## src/rtl/stopwatch_pkg.sv

```systemverilog
// Shared encodings for the stopwatch command arbiter.
// Holds the command, status and completion-error codes, the arbiter FSM
// state type, and small helpers for legality and the status each command
// should produce.
package stopwatch_pkg;

  // Command codes offered by the requesters.
  localparam logic [1:0] CmdNop   = 2'b00;
  localparam logic [1:0] CmdStart = 2'b01;
  localparam logic [1:0] CmdStop  = 2'b10;
  localparam logic [1:0] CmdReset = 2'b11;

  // Stopwatch state as reported on status.
  localparam logic [1:0] StatusIdle    = 2'b00;
  localparam logic [1:0] StatusRunning = 2'b01;
  localparam logic [1:0] StatusPaused  = 2'b10;

  // Completion codes reported with done.
  localparam logic [1:0] ErrOk      = 2'b00;
  localparam logic [1:0] ErrIllegal = 2'b01;
  localparam logic [1:0] ErrTimeout = 2'b10;

  // Requester identifiers reported on done_id.
  localparam logic IdPanel = 1'b0;
  localparam logic IdHost  = 1'b1;

  typedef enum logic [1:0] {
    StArb,
    StIssue,
    StSettle,
    StResp
  } state_e;

  // Whether cmd may be executed with the stopwatch in the given state.
  // START from an undefined status (11) is treated as illegal.
  function automatic logic cmd_legal(logic [1:0] cmd, logic [1:0] status);
    case (cmd)
      CmdStart: return (status == StatusIdle) || (status == StatusPaused);
      CmdStop:  return status == StatusRunning;
      default:  return 1'b1;
    endcase
  endfunction

  // Status the stopwatch should settle to once cmd has taken effect.
  function automatic logic [1:0] expected_status(logic [1:0] cmd);
    case (cmd)
      CmdStart: return StatusRunning;
      CmdStop:  return StatusPaused;
      default:  return StatusIdle;
    endcase
  endfunction

endpackage

```

## src/rtl/stopwatch_cmd_arbiter_if.sv

```systemverilog
// Bundle of the arbiter's handshake, status and command/response signals.
//   master : the requester/stopwatch side (drives offers and status)
//   slave  : the arbiter (drives ready, command pulses, done and busy)
// Signals:
//   pnl_valid/pnl_cmd/pnl_ready    panel requester handshake
//   host_valid/host_cmd/host_ready host requester handshake
//   status                         stopwatch state (00 idle, 01 running, 10 paused)
//   start/stop/reset               one-cycle command pulses to the stopwatch
//   done/done_id/done_err          one-cycle completion report
//   busy                           arbiter is not accepting new commands
interface stopwatch_cmd_arbiter_if;

  logic       pnl_valid;
  logic [1:0] pnl_cmd;
  logic       pnl_ready;
  logic       host_valid;
  logic [1:0] host_cmd;
  logic       host_ready;
  logic [1:0] status;
  logic       start;
  logic       stop;
  logic       reset;
  logic       done;
  logic       done_id;
  logic [1:0] done_err;
  logic       busy;

  modport master (
    output pnl_valid, pnl_cmd, host_valid, host_cmd, status,
    input  pnl_ready, host_ready, start, stop, reset, done, done_id, done_err, busy
  );

  modport slave (
    input  pnl_valid, pnl_cmd, host_valid, host_cmd, status,
    output pnl_ready, host_ready, start, stop, reset, done, done_id, done_err, busy
  );

endinterface

```

## src/rtl/sw_rr_arb2.sv

```systemverilog
// Two-way round-robin arbiter with a last-grant pointer.
// Ports:
//   clk, rst  clock and asynchronous active-high reset
//   en        arbitration enabled; no grant is given while low
//   req[1:0]  requests (bit 0 panel, bit 1 host)
//   gnt[1:0]  combinational one-hot grant, only ever to a requesting input
// A grant here is a completed transfer (ready is the grant and it is only
// given to a valid requester), so the pointer moves on every grant.
module sw_rr_arb2 (
  input  logic       clk,
  input  logic       rst,
  input  logic       en,
  input  logic [1:0] req,
  output logic [1:0] gnt
);

  // 1: host was granted last. Resets to host so the panel wins the first tie.
  logic last_host_q;

  always_comb begin
    gnt = 2'b00;
    if (en) begin
      unique case (req)
        2'b01:   gnt = 2'b01;
        2'b10:   gnt = 2'b10;
        2'b11:   gnt = last_host_q ? 2'b01 : 2'b10;
        default: gnt = 2'b00;
      endcase
    end
  end

  always_ff @(posedge clk or posedge rst) begin
    if (rst) begin
      last_host_q <= 1'b1;
    end else if (gnt != 2'b00) begin
      last_host_q <= gnt[1];
    end
  end

endmodule

```

## src/rtl/stopwatch_cmd_arbiter.sv

```systemverilog
// Arbitrates stopwatch commands from a panel and a host requester.
// A granted command is checked against the current stopwatch status; legal
// START/STOP/RESET commands are issued as a one-cycle pulse and the arbiter
// then waits up to SETTLE_MAX cycles for status to reflect them. Every
// accepted command ends with a one-cycle done carrying requester id and
// result (ok, illegal, timeout).
// Ports:
//   clk  clock, all state on the rising edge
//   rst  asynchronous active-high reset
//   bus  slave side of stopwatch_cmd_arbiter_if (handshakes, status,
//        command pulses, done report, busy)
// Parameters:
//   SETTLE_MAX  cycles allowed for status to reflect an issued command
module stopwatch_cmd_arbiter
  import stopwatch_pkg::*;
#(
  parameter int unsigned SETTLE_MAX = 4
) (
  input logic                    clk,
  input logic                    rst,
  stopwatch_cmd_arbiter_if.slave bus
);

  localparam int unsigned CntW = (SETTLE_MAX < 1) ? 1 : $clog2(SETTLE_MAX + 1);

  state_e          state_q;
  logic [CntW-1:0] cnt_q;
  logic [1:0]      cmd_q;
  logic            id_q;
  logic            start_q;
  logic            stop_q;
  logic            reset_q;
  logic            done_q;
  logic            done_id_q;
  logic [1:0]      done_err_q;

  logic [1:0] gnt;
  logic       arb_en;
  logic       xfer;
  logic       sel_id;
  logic [1:0] sel_cmd;
  logic       sel_legal;

  // Ready is gated by rst so nothing is accepted while reset is held.
  assign arb_en = (state_q == StArb) && !rst;

  sw_rr_arb2 u_rr_arb2 (
    .clk (clk),
    .rst (rst),
    .en  (arb_en),
    .req ({bus.host_valid, bus.pnl_valid}),
    .gnt (gnt)
  );

  assign bus.pnl_ready  = gnt[0];
  assign bus.host_ready = gnt[1];

  assign xfer      = |gnt;
  assign sel_id    = gnt[1] ? IdHost : IdPanel;
  assign sel_cmd   = gnt[1] ? bus.host_cmd : bus.pnl_cmd;
  assign sel_legal = cmd_legal(sel_cmd, bus.status);

  always_ff @(posedge clk or posedge rst) begin
    if (rst) begin
      state_q    <= StArb;
      cnt_q      <= '0;
      cmd_q      <= CmdNop;
      id_q       <= IdPanel;
      start_q    <= 1'b0;
      stop_q     <= 1'b0;
      reset_q    <= 1'b0;
      done_q     <= 1'b0;
      done_id_q  <= 1'b0;
      done_err_q <= ErrOk;
    end else begin
      // Command pulses last exactly one cycle: the ISSUE cycle.
      start_q <= 1'b0;
      stop_q  <= 1'b0;
      reset_q <= 1'b0;

      unique case (state_q)
        StArb: begin
          if (xfer) begin
            cmd_q <= sel_cmd;
            id_q  <= sel_id;
            if (sel_cmd == CmdNop || !sel_legal) begin
              // Nothing to issue: report straight away.
              state_q    <= StResp;
              done_q     <= 1'b1;
              done_id_q  <= sel_id;
              done_err_q <= (sel_cmd == CmdNop) ? ErrOk : ErrIllegal;
            end else begin
              state_q <= StIssue;
              start_q <= (sel_cmd == CmdStart);
              stop_q  <= (sel_cmd == CmdStop);
              reset_q <= (sel_cmd == CmdReset);
            end
          end
        end

        StIssue: begin
          state_q <= StSettle;
          cnt_q   <= CntW'(SETTLE_MAX);
        end

        StSettle: begin
          if (bus.status == expected_status(cmd_q)) begin
            state_q    <= StResp;
            done_q     <= 1'b1;
            done_id_q  <= id_q;
            done_err_q <= ErrOk;
          end else if (cnt_q <= CntW'(1)) begin
            // Last allowed cycle without a match; non-matching status
            // changes before this point are simply ignored.
            state_q    <= StResp;
            cnt_q      <= '0;
            done_q     <= 1'b1;
            done_id_q  <= id_q;
            done_err_q <= ErrTimeout;
          end else begin
            cnt_q <= cnt_q - 1'b1;
          end
        end

        StResp: begin
          state_q    <= StArb;
          done_q     <= 1'b0;
          done_id_q  <= 1'b0;
          done_err_q <= ErrOk;
        end

        default: state_q <= StArb;
      endcase
    end
  end

  assign bus.start    = start_q;
  assign bus.stop     = stop_q;
  assign bus.reset    = reset_q;
  assign bus.done     = done_q;
  assign bus.done_id  = done_id_q;
  assign bus.done_err = done_err_q;
  assign bus.busy     = (state_q != StArb);

endmodule

```

## src/flat_wrapper.sv

```systemverilog
// flat-port wrapper written by rule: the top's interface ports become plain ports
module stopwatch_cmd_arbiter_flat import stopwatch_pkg::*;
#(
  parameter int unsigned SETTLE_MAX = 4
)
  (clk, rst, bus_pnl_valid, bus_pnl_cmd, bus_host_valid, bus_host_cmd, bus_status, bus_pnl_ready, bus_host_ready, bus_start, bus_stop, bus_reset, bus_done, bus_done_id, bus_done_err, bus_busy);
  stopwatch_cmd_arbiter_if bus_i ();
  input logic clk;
  input logic rst;
  input wire logic [$bits(bus_i.pnl_valid)-1:0] bus_pnl_valid;
  input wire logic [$bits(bus_i.pnl_cmd)-1:0] bus_pnl_cmd;
  input wire logic [$bits(bus_i.host_valid)-1:0] bus_host_valid;
  input wire logic [$bits(bus_i.host_cmd)-1:0] bus_host_cmd;
  input wire logic [$bits(bus_i.status)-1:0] bus_status;
  output wire logic [$bits(bus_i.pnl_ready)-1:0] bus_pnl_ready;
  output wire logic [$bits(bus_i.host_ready)-1:0] bus_host_ready;
  output wire logic [$bits(bus_i.start)-1:0] bus_start;
  output wire logic [$bits(bus_i.stop)-1:0] bus_stop;
  output wire logic [$bits(bus_i.reset)-1:0] bus_reset;
  output wire logic [$bits(bus_i.done)-1:0] bus_done;
  output wire logic [$bits(bus_i.done_id)-1:0] bus_done_id;
  output wire logic [$bits(bus_i.done_err)-1:0] bus_done_err;
  output wire logic [$bits(bus_i.busy)-1:0] bus_busy;
  assign bus_i.pnl_valid = bus_pnl_valid;
  assign bus_i.pnl_cmd = bus_pnl_cmd;
  assign bus_i.host_valid = bus_host_valid;
  assign bus_i.host_cmd = bus_host_cmd;
  assign bus_i.status = bus_status;
  assign bus_pnl_ready = bus_i.pnl_ready;
  assign bus_host_ready = bus_i.host_ready;
  assign bus_start = bus_i.start;
  assign bus_stop = bus_i.stop;
  assign bus_reset = bus_i.reset;
  assign bus_done = bus_i.done;
  assign bus_done_id = bus_i.done_id;
  assign bus_done_err = bus_i.done_err;
  assign bus_busy = bus_i.busy;
  stopwatch_cmd_arbiter #(.SETTLE_MAX(SETTLE_MAX)) u_core (.clk(clk), .rst(rst), .bus(bus_i));
endmodule
```

## config.mk

```make
export PLATFORM = sky130hd
export DESIGN_NAME = stopwatch_cmd_arbiter_flat
export DESIGN_NICKNAME = d
export VERILOG_FILES = /design/src/rtl/stopwatch_pkg.sv /design/src/rtl/stopwatch_cmd_arbiter_if.sv /design/src/rtl/sw_rr_arb2.sv /design/src/rtl/stopwatch_cmd_arbiter.sv /design/src/flat_wrapper.sv
export SDC_FILE = /design/constraint.sdc
export NUM_CORES = 1
export LEC_CHECK = 0
export ABC_AREA = 1
export CORE_ASPECT_RATIO = 0.7
export CORE_MARGIN = 2
export CORE_UTILIZATION = 35
export DETAILED_ROUTE_END_ITERATION = 8
export PLACE_DENSITY = 0.64
export SETUP_SLACK_MARGIN = 0.1
export SYNTH_ARGS = -nofsm -noshare
export SYNTH_HDL_FRONTEND = slang
export SYNTH_SLANG_ARGS = --single-unit
```

## constraint.sdc

```tcl
create_clock -name clk -period 6.1 [get_ports clk]
set_clock_uncertainty 0.2 [all_clocks]
set_input_delay 1.83 -clock clk [delete_from_list [all_inputs] [get_ports clk]]
set_output_delay 1.83 -clock clk [all_outputs]
set_load 0.01 [all_outputs]
```

==> PnR_summary.wiki, run 1 <==
{| class="wikitable"
! Metric !! Value
|-
| Number of cells after detailed placement || 192
|-
| Max-slew violation total from the final report || 0
|-
| Global-route wire length before repair || 3550 µm
|-
| Final setup violation count || 0
|-
| Hold/Removal Path Class || register to register
|-
| Worst-margin pin slew || 615 ps
|-
| Std-Cell Core Area || 2800 µm²
|-
| Antenna cells || 0
|-
| Nets || 182
|-
| Final total negative setup slack || 0 ps
|-
| Result of the run || complete, no violations
|-
| Insertion delay to the later sink of the worst-skew pair || 250 ps
|-
| Number of buffers between clock root and the deepest sink || 2
|-
| Count of different cell masters after synthesis || 18
|-
| Filler cells || 276
|-
| Root Buffer || sky130_fd_sc_hd__clkbuf_8
|-
| Ratio of routed vias to standard cells || 4.55
|-
| TritonCTS Buffers || 3
|-
| Number of clock sinks || 16
|-
| Post-synthesis cell area || 1030 µm²
|-
| Gpl congestion || 0.771
|-
| Violation count after the first detailed-route iteration || 23
|-
| Warning count from the yosys run || 0
|-
| Number of synthesized register bits || 16
|-
| Share of synthesized cell area in and, or, nand and nor gates || 22.4%
|-
| Commonest non-fill, non-tap cell in the layout || sky130_fd_sc_hd__nand2_1
|-
| Via count of the first global-routing pass || 827
|-
| R2r setup slk || 3250 ps
|-
| Cells after synthesis || 137
|-
| Placed wire-length estimate after detailed placement || 1620 µm
|-
| Adder-cell area share of the yosys netlist || 13.3%
|-
| VDD IR-drop max || 0.200 mV
|-
| Layout area overhead || 28.1%
|-
| Endpoint type of the worst setup path || output port
|-
| Leakage || 0.719 nW
|-
| Maximum operating frequency || 0.186 GHz
|-
| Setup repair after global routing missed its margin || false
|-
| Critical path peak fanout || 7
|-
| Total die area || 3410 µm²
|-
| Non-filler instance count after layout || 196
|-
| Period minus WS final || 5360 ps
|-
| DRC violations left || 0
|-
| Number of stages on the worst hold path || 2
|-
| Number of antenna violations at the first check in global routing || 0
|-
| Mapped Avg Cell Area || 7.54 µm²
|-
| Overall die width || 69.0 µm
|-
| Cells taking the most area after synthesis || sky130_fd_sc_hd__dfrtp_1, sky130_fd_sc_hd__ha_1, sky130_fd_sc_hd__nand2_1
|-
| Capture point of the worst reg-to-reg path || u_core.bus.done_id$_DFFE_PP0P_
|-
| Via count of the routed design || 892
|-
| Pin count of the biggest net entering global routing || 17
|-
| Required time of the critical path || 4070 ps
|-
| Count of hold buffers inserted by post-cts repair || 0
|-
| Worst R2R Path Depth || 17
|-
| Area post-placement || 1270 µm²
|-
| Final global-route overflow total || 0
|-
| Row Count || 16
|-
| Number of maximum-capacitance constraint violations || 0
|-
| Final period util || 87.9%
|-
| Number of buffers inserted by post-CTS setup repair || 0
|-
| RR Startpoint || u_core.state_q[0]$_DFFE_PP0P_
|-
| Share of cell area taken by muxes after synthesis || 0%
|-
| CTS clock-pin slew for the worst setup and hold paths || 70 ps
|-
| ANT nets after route || 0
|-
| Total global-route track usage || 13.7%
|-
| Number of placed I/O pins || 20
|-
| CP Class || input port to output port
|-
| Fraction of final layout cells sized beyond drive strength 1 || 6.88%
|-
| Worst min-delay path startpoint || u_core.u_rr_arb2.last_host_q$_DFFE_PP1N_
|-
| Hold Slack || 278 ps
|-
| Startpoint Class || input port
|-
| Most used cells in the layout excluding fill and tap cells || sky130_fd_sc_hd__nand2_1, sky130_fd_sc_hd__inv_1, sky130_fd_sc_hd__clkdlybuf4s50_1, sky130_fd_sc_hd__dfrtp_1, sky130_fd_sc_hd__ha_1
|-
| IO buf count || 19
|-
| Number of resized instances in the post-cts repair step || 0
|-
| Area share of the largest cell type after synthesis || 36.3%
|-
| Sequential element share of the synthesized area || 38.9%
|-
| Fraction of the mapped netlist area in compound gates || 13.8%
|-
| Average routed wire per standard cell || 9.96 µm
|-
| Clock tree from TritonCTS || built
|-
| Slew headroom || 59.0%
|-
| Die outline height || 49.5 µm
|-
| Largest family of logic cells by synthesized area || simple AND/OR/NAND/NOR gates
|-
| Count of H-tree levels built during CTS || 1
|-
| Detailed Route WL || 1950 µm
|-
| Finished layout cell area || 1320 µm²
|-
| Data arrival time of the critical path || 3330 ps
|-
| Xor and xnor area share after synthesis || 0%
|-
| Synthesized Nets || 158
|-
| Router iterations before antenna repair || 4
|-
| Power density cells || 439 nW/µm²
|-
| Cell type with the highest aggregate area in the netlist || sky130_fd_sc_hd__dfrtp_1
|-
| Initial Util || 36.9%
|-
| Hold Vio Cnt, Final || 0
|-
| Hold-critical path endpoint || u_core.u_rr_arb2.last_host_q$_DFFE_PP1N_
|}
==> flip-flops by register name, indices dropped and copies added, names as in the netlist <==
name                          flops
u_core.bus.done_id                1
u_core.cnt_q                      3
u_core.cmd_q                      2
u_core.u_rr_arb2.last_host_q      1
u_core.state_q                    2
u_core.bus.reset                  1
u_core.bus.start                  1
u_core.bus.stop                   1
u_core.bus.done                   1
u_core.id_q                       1
u_core.bus.done_err               2
==> cells in the mapped netlist <==
cell and number:
sky130_fd_sc_hd__inv_1 32, sky130_fd_sc_hd__a21oi_1 2, sky130_fd_sc_hd__dfrtp_1 15, sky130_fd_sc_hd__o21ai_2 3
sky130_fd_sc_hd__nor3_1 3, sky130_fd_sc_hd__nand3_1 10, sky130_fd_sc_hd__nand2_1 33, sky130_fd_sc_hd__o21ai_0 8
sky130_fd_sc_hd__dfstp_2 1, sky130_fd_sc_hd__o21ai_1 1, sky130_fd_sc_hd__ha_1 11, sky130_fd_sc_hd__nor2_1 8
sky130_fd_sc_hd__o21bai_1 4, sky130_fd_sc_hd__or2_2 1, sky130_fd_sc_hd__nor2_2 1, sky130_fd_sc_hd__a21boi_2 1
sky130_fd_sc_hd__o22ai_1 2, sky130_fd_sc_hd__o21a_1 1
==> metrics by stage <==
stage	total power, mW	setup WS, ps	util [%]
after global placement	0.481	798	45.3
after detailed placement	0.490	734	45.3
after CTS	0.589	729	47.2
final	0.581	738	47.2
after floorplan	0.397	1760	-
after global routing	0.647	629	47.2
==> how the worst max path moves through the flow <==
stage | start | end | slack [ps] | cells after the start
after floorplan | rst | bus_pnl_ready | 1760 | 3
after global placement | bus_host_valid | bus_host_ready | 800 | 6
after detailed placement | bus_host_valid | bus_host_ready | 730 | 6
after CTS | bus_host_valid | bus_host_ready | 730 | 6
after global routing | bus_host_valid | bus_host_ready | 630 | 6
final | bus_host_valid | bus_host_ready | 740 | 6
==> final cells by class <==
cell class | instances | area [µm²] | share of cell area, %
tap | 36 | 45.0 | 3.40
clock buffer | 4 | 55.1 | 4.16
timing repair buffer | 19 | 190 | 14.4
inverter | 32 | 120 | 9.07
sequential | 16 | 402 | 30.3
multi-input combinational | 89 | 512 | 38.7
==> power breakdown <==
group	total [mW]	internal (mW)	switching, mW	leakage [nW]
registers	0.178	0.151	0.0266	0.201
logic	0.309	0.127	0.181	0.490
clock network	0.0946	0.0573	0.0373	0.0288
==> critical path, cell delays in order <==
cell                              delay [ps]
sky130_fd_sc_hd__clkdlybuf4s50_1         490
sky130_fd_sc_hd__inv_1                    60
sky130_fd_sc_hd__a21oi_1                 120
sky130_fd_sc_hd__nand2_1                 170
sky130_fd_sc_hd__inv_1                   120
sky130_fd_sc_hd__clkdlybuf4s50_1         540
==> metal layers <==
metal  global-route usage, %  up-vias  share of wire (%)
met5                       0        -                  0
met4                    2.94        0               0.92
met3                    5.02        4                5.2
met2                    20.2       23                 46
met1                    19.2      396                 48
li1                        -      469                  -
==> cell families (layout without fill, tap and decap cells) <==
family | Yosys count | after routing
DFF | 16 | 16
and+or+nand+nor | 56 | 56
AOI/OAI and AO/OA | 22 | 22
buffers and inverters | 32 | 55
adders and majority gates | 11 | 11
(Power assumes the default switching activity.)
==> run 2: changes to the inputs <==
MAX_ROUTING_LAYER = met4   (was default)
SKIP_CTS_REPAIR_TIMING = 1   (was default)
==> run 2 against run 1 <==
  * Design area unchanged
  * Die area unchanged
  * Worst hold slack about the same
  * Global-route usage up 0.37 points
  * Via count unchanged
  * Cell count unchanged
  * Combinational power about the same
  * Highest routed layer unchanged
==> PnR_summary.wiki, run 2 (synthesized netlist as in run 1, its figures left out) <==
{| class="wikitable"
! Metric !! Value
|-
| TritonCTS Buffers || 3
|-
| Clock tree from TritonCTS || built
|-
| Overall die width || 69.0 µm
|-
| Initial Util || 36.9%
|-
| Crit path largest cell delay || 540 ps
|-
| Buffers & Inverters on Critical Path || 4
|-
| Ratio of routed vias to standard cells || 4.55
|-
| Slew headroom || 59.0%
|-
| Placed wire-length estimate after detailed placement || 1620 µm
|-
| CP max-delay cell || sky130_fd_sc_hd__clkdlybuf4s50_1
|-
| Endpoint type of the worst setup path || output port
|-
| Source of the critical timing path || bus_host_valid
|-
| Pin count of the biggest net entering global routing || 17
|-
| Antenna cells || 0
|-
| Maximum operating frequency || 0.186 GHz
|-
| Met3 wirelength from detailed routing || 103 µm
|-
| ANT nets after route || 0
|-
| Final total negative setup slack || 0 ps
|-
| VDD IR-drop max || 0.200 mV
|-
| Router iterations before antenna repair || 4
|-
| Number of placed I/O pins || 20
|-
| Max-slew violation total from the final report || 0
|-
| Number of maximum-capacitance constraint violations || 0
|-
| Required time of the critical path || 4070 ps
|-
| CP Class || input port to output port
|-
| Capture point of the worst reg-to-reg path || u_core.bus.done_id$_DFFE_PP0P_
|-
| WL met1 || 944 µm
|-
| Number of clock sinks || 16
|-
| Result of the run || complete, no violations
|-
| Cell family with the largest share of critical-path delay || buffers and inverters
|-
| Worst-margin pin slew || 615 ps
|-
| Setup repair after global routing missed its margin || false
|-
| Number of buffers between clock root and the deepest sink || 2
|-
| Hold Slack || 278 ps
|-
| R2r setup slk || 3260 ps
|-
| Average routed wire per standard cell || 9.98 µm
|-
| Via count of the first global-routing pass || 831
|-
| Worst setup slack after placement || 734 ps
|-
| Hold Vio Cnt, Final || 0
|-
| IO buf count || 19
|-
| Die outline height || 49.5 µm
|-
| Final global-route overflow total || 0
|-
| Largest register FFs || 3
|-
| Insertion delay to the later sink of the worst-skew pair || 250 ps
|-
| Violation count after the first detailed-route iteration || 23
|-
| RR Startpoint || u_core.state_q[0]$_DFFE_PP0P_
|-
| Startpoint Class || input port
|-
| Number of stages on the worst hold path || 2
|-
| Row Count || 16
|-
| Top layer reached by signal wires || met4
|-
| Fraction of final layout cells sized beyond drive strength 1 || 6.88%
|-
| Final setup slack of the worst path || 738 ps
|-
| Std-Cell Core Area || 2800 µm²
|-
| Met2 Routed Length || 891 µm
|-
| Most used cells in the layout excluding fill and tap cells || sky130_fd_sc_hd__nand2_1, sky130_fd_sc_hd__inv_1, sky130_fd_sc_hd__clkdlybuf4s50_1, sky130_fd_sc_hd__dfrtp_1, sky130_fd_sc_hd__ha_1
|-
| Data arrival time of the critical path || 3330 ps
|-
| Worst R2R Path Depth || 17
|-
| Final core occ || 47.2%
|-
| Root Buffer || sky130_fd_sc_hd__clkbuf_8
|-
| Final period util || 87.9%
|-
| Total die area || 3410 µm²
|-
| Period minus WS final || 5360 ps
|-
| Power density cells || 439 nW/µm²
|-
| Global-route wire length before repair || 3540 µm
|-
| Commonest non-fill, non-tap cell in the layout || sky130_fd_sc_hd__nand2_1
|-
| Count of H-tree levels built during CTS || 1
|-
| Critical path peak fanout || 7
|-
| Final setup violation count || 0
|-
| Layout area overhead || 28.1%
|-
| Via count of the routed design || 892
|-
| Nets || 182
|-
| CTS clock-pin slew for the worst setup and hold paths || 70 ps
|-
| DRC violations left || 0
|-
| Total global-route track usage || 14.1%
|-
| Register bank with the most flops || u_core.cnt_q
|-
| Number of antenna violations at the first check in global routing || 0
|-
| Leakage || 0.719 nW
|-
| CP cell instances || clkdlybuf4s50_1 -> inv_1 -> a21oi_1 -> nand2_1 -> inv_1 -> clkdlybuf4s50_1
|-
| Worst min-delay path startpoint || u_core.u_rr_arb2.last_host_q$_DFFE_PP1N_
|-
| Detailed Route WL || 1960 µm
|-
| Hold/Removal Path Class || register to register
|-
| Gpl congestion || 0.782
|-
| Hold-critical path endpoint || u_core.u_rr_arb2.last_host_q$_DFFE_PP1N_
|}
## run 2: stage by stage
stage          power [mW]  cells  instance area [µm²]
2_1_floorplan       0.397    137                 1030
4_1_cts             0.589    196                 1320
3_5_place_dp        0.490    192                 1270
3_3_place_gp        0.481    192                 1270
6_report            0.581    196                 1320
5_1_grt             0.647    196                 1320
## run 2: tightest hold or removal path, delay by kind of cell (launching register included)
kind / cells / cell delay [ps]
simple gates: 2 / 110
flops: 1 / 380
## run 2: where the power goes
group | switching [mW] | internal (mW)
Combinational | 0.181 | 0.127
Clock | 0.0378 | 0.0573
Sequential | 0.0266 | 0.151
## run 2: worst max-delay path by stage
stage	end	slack, ps	depth (start not counted)
after global placement	bus_host_ready	800	6
after floorplan	bus_pnl_ready	1760	3
final	bus_host_ready	740	6
after detailed placement	bus_host_ready	730	6
after global routing	bus_host_ready	630	6
after CTS	bus_host_ready	730	6
## run 2: routing by layer
| metal | track usage, % | vias up |
|---|---|---|
| li1 | - | 469 |
| met3 | 4.79 | 4 |
| met1 | 19.4 | 396 |
| met5 | - | - |
| met2 | 20.2 | 23 |
| met4 | 2.94 | 0 |
## run 2: cell type report
type,instances,area (µm²)
fillers,276,1480
well taps,36,45.0
repair buffers,19,190
inverters,32,120
clock buffers,4,55.1
multi-input cells,89,512
flip-flops and latches,16,402
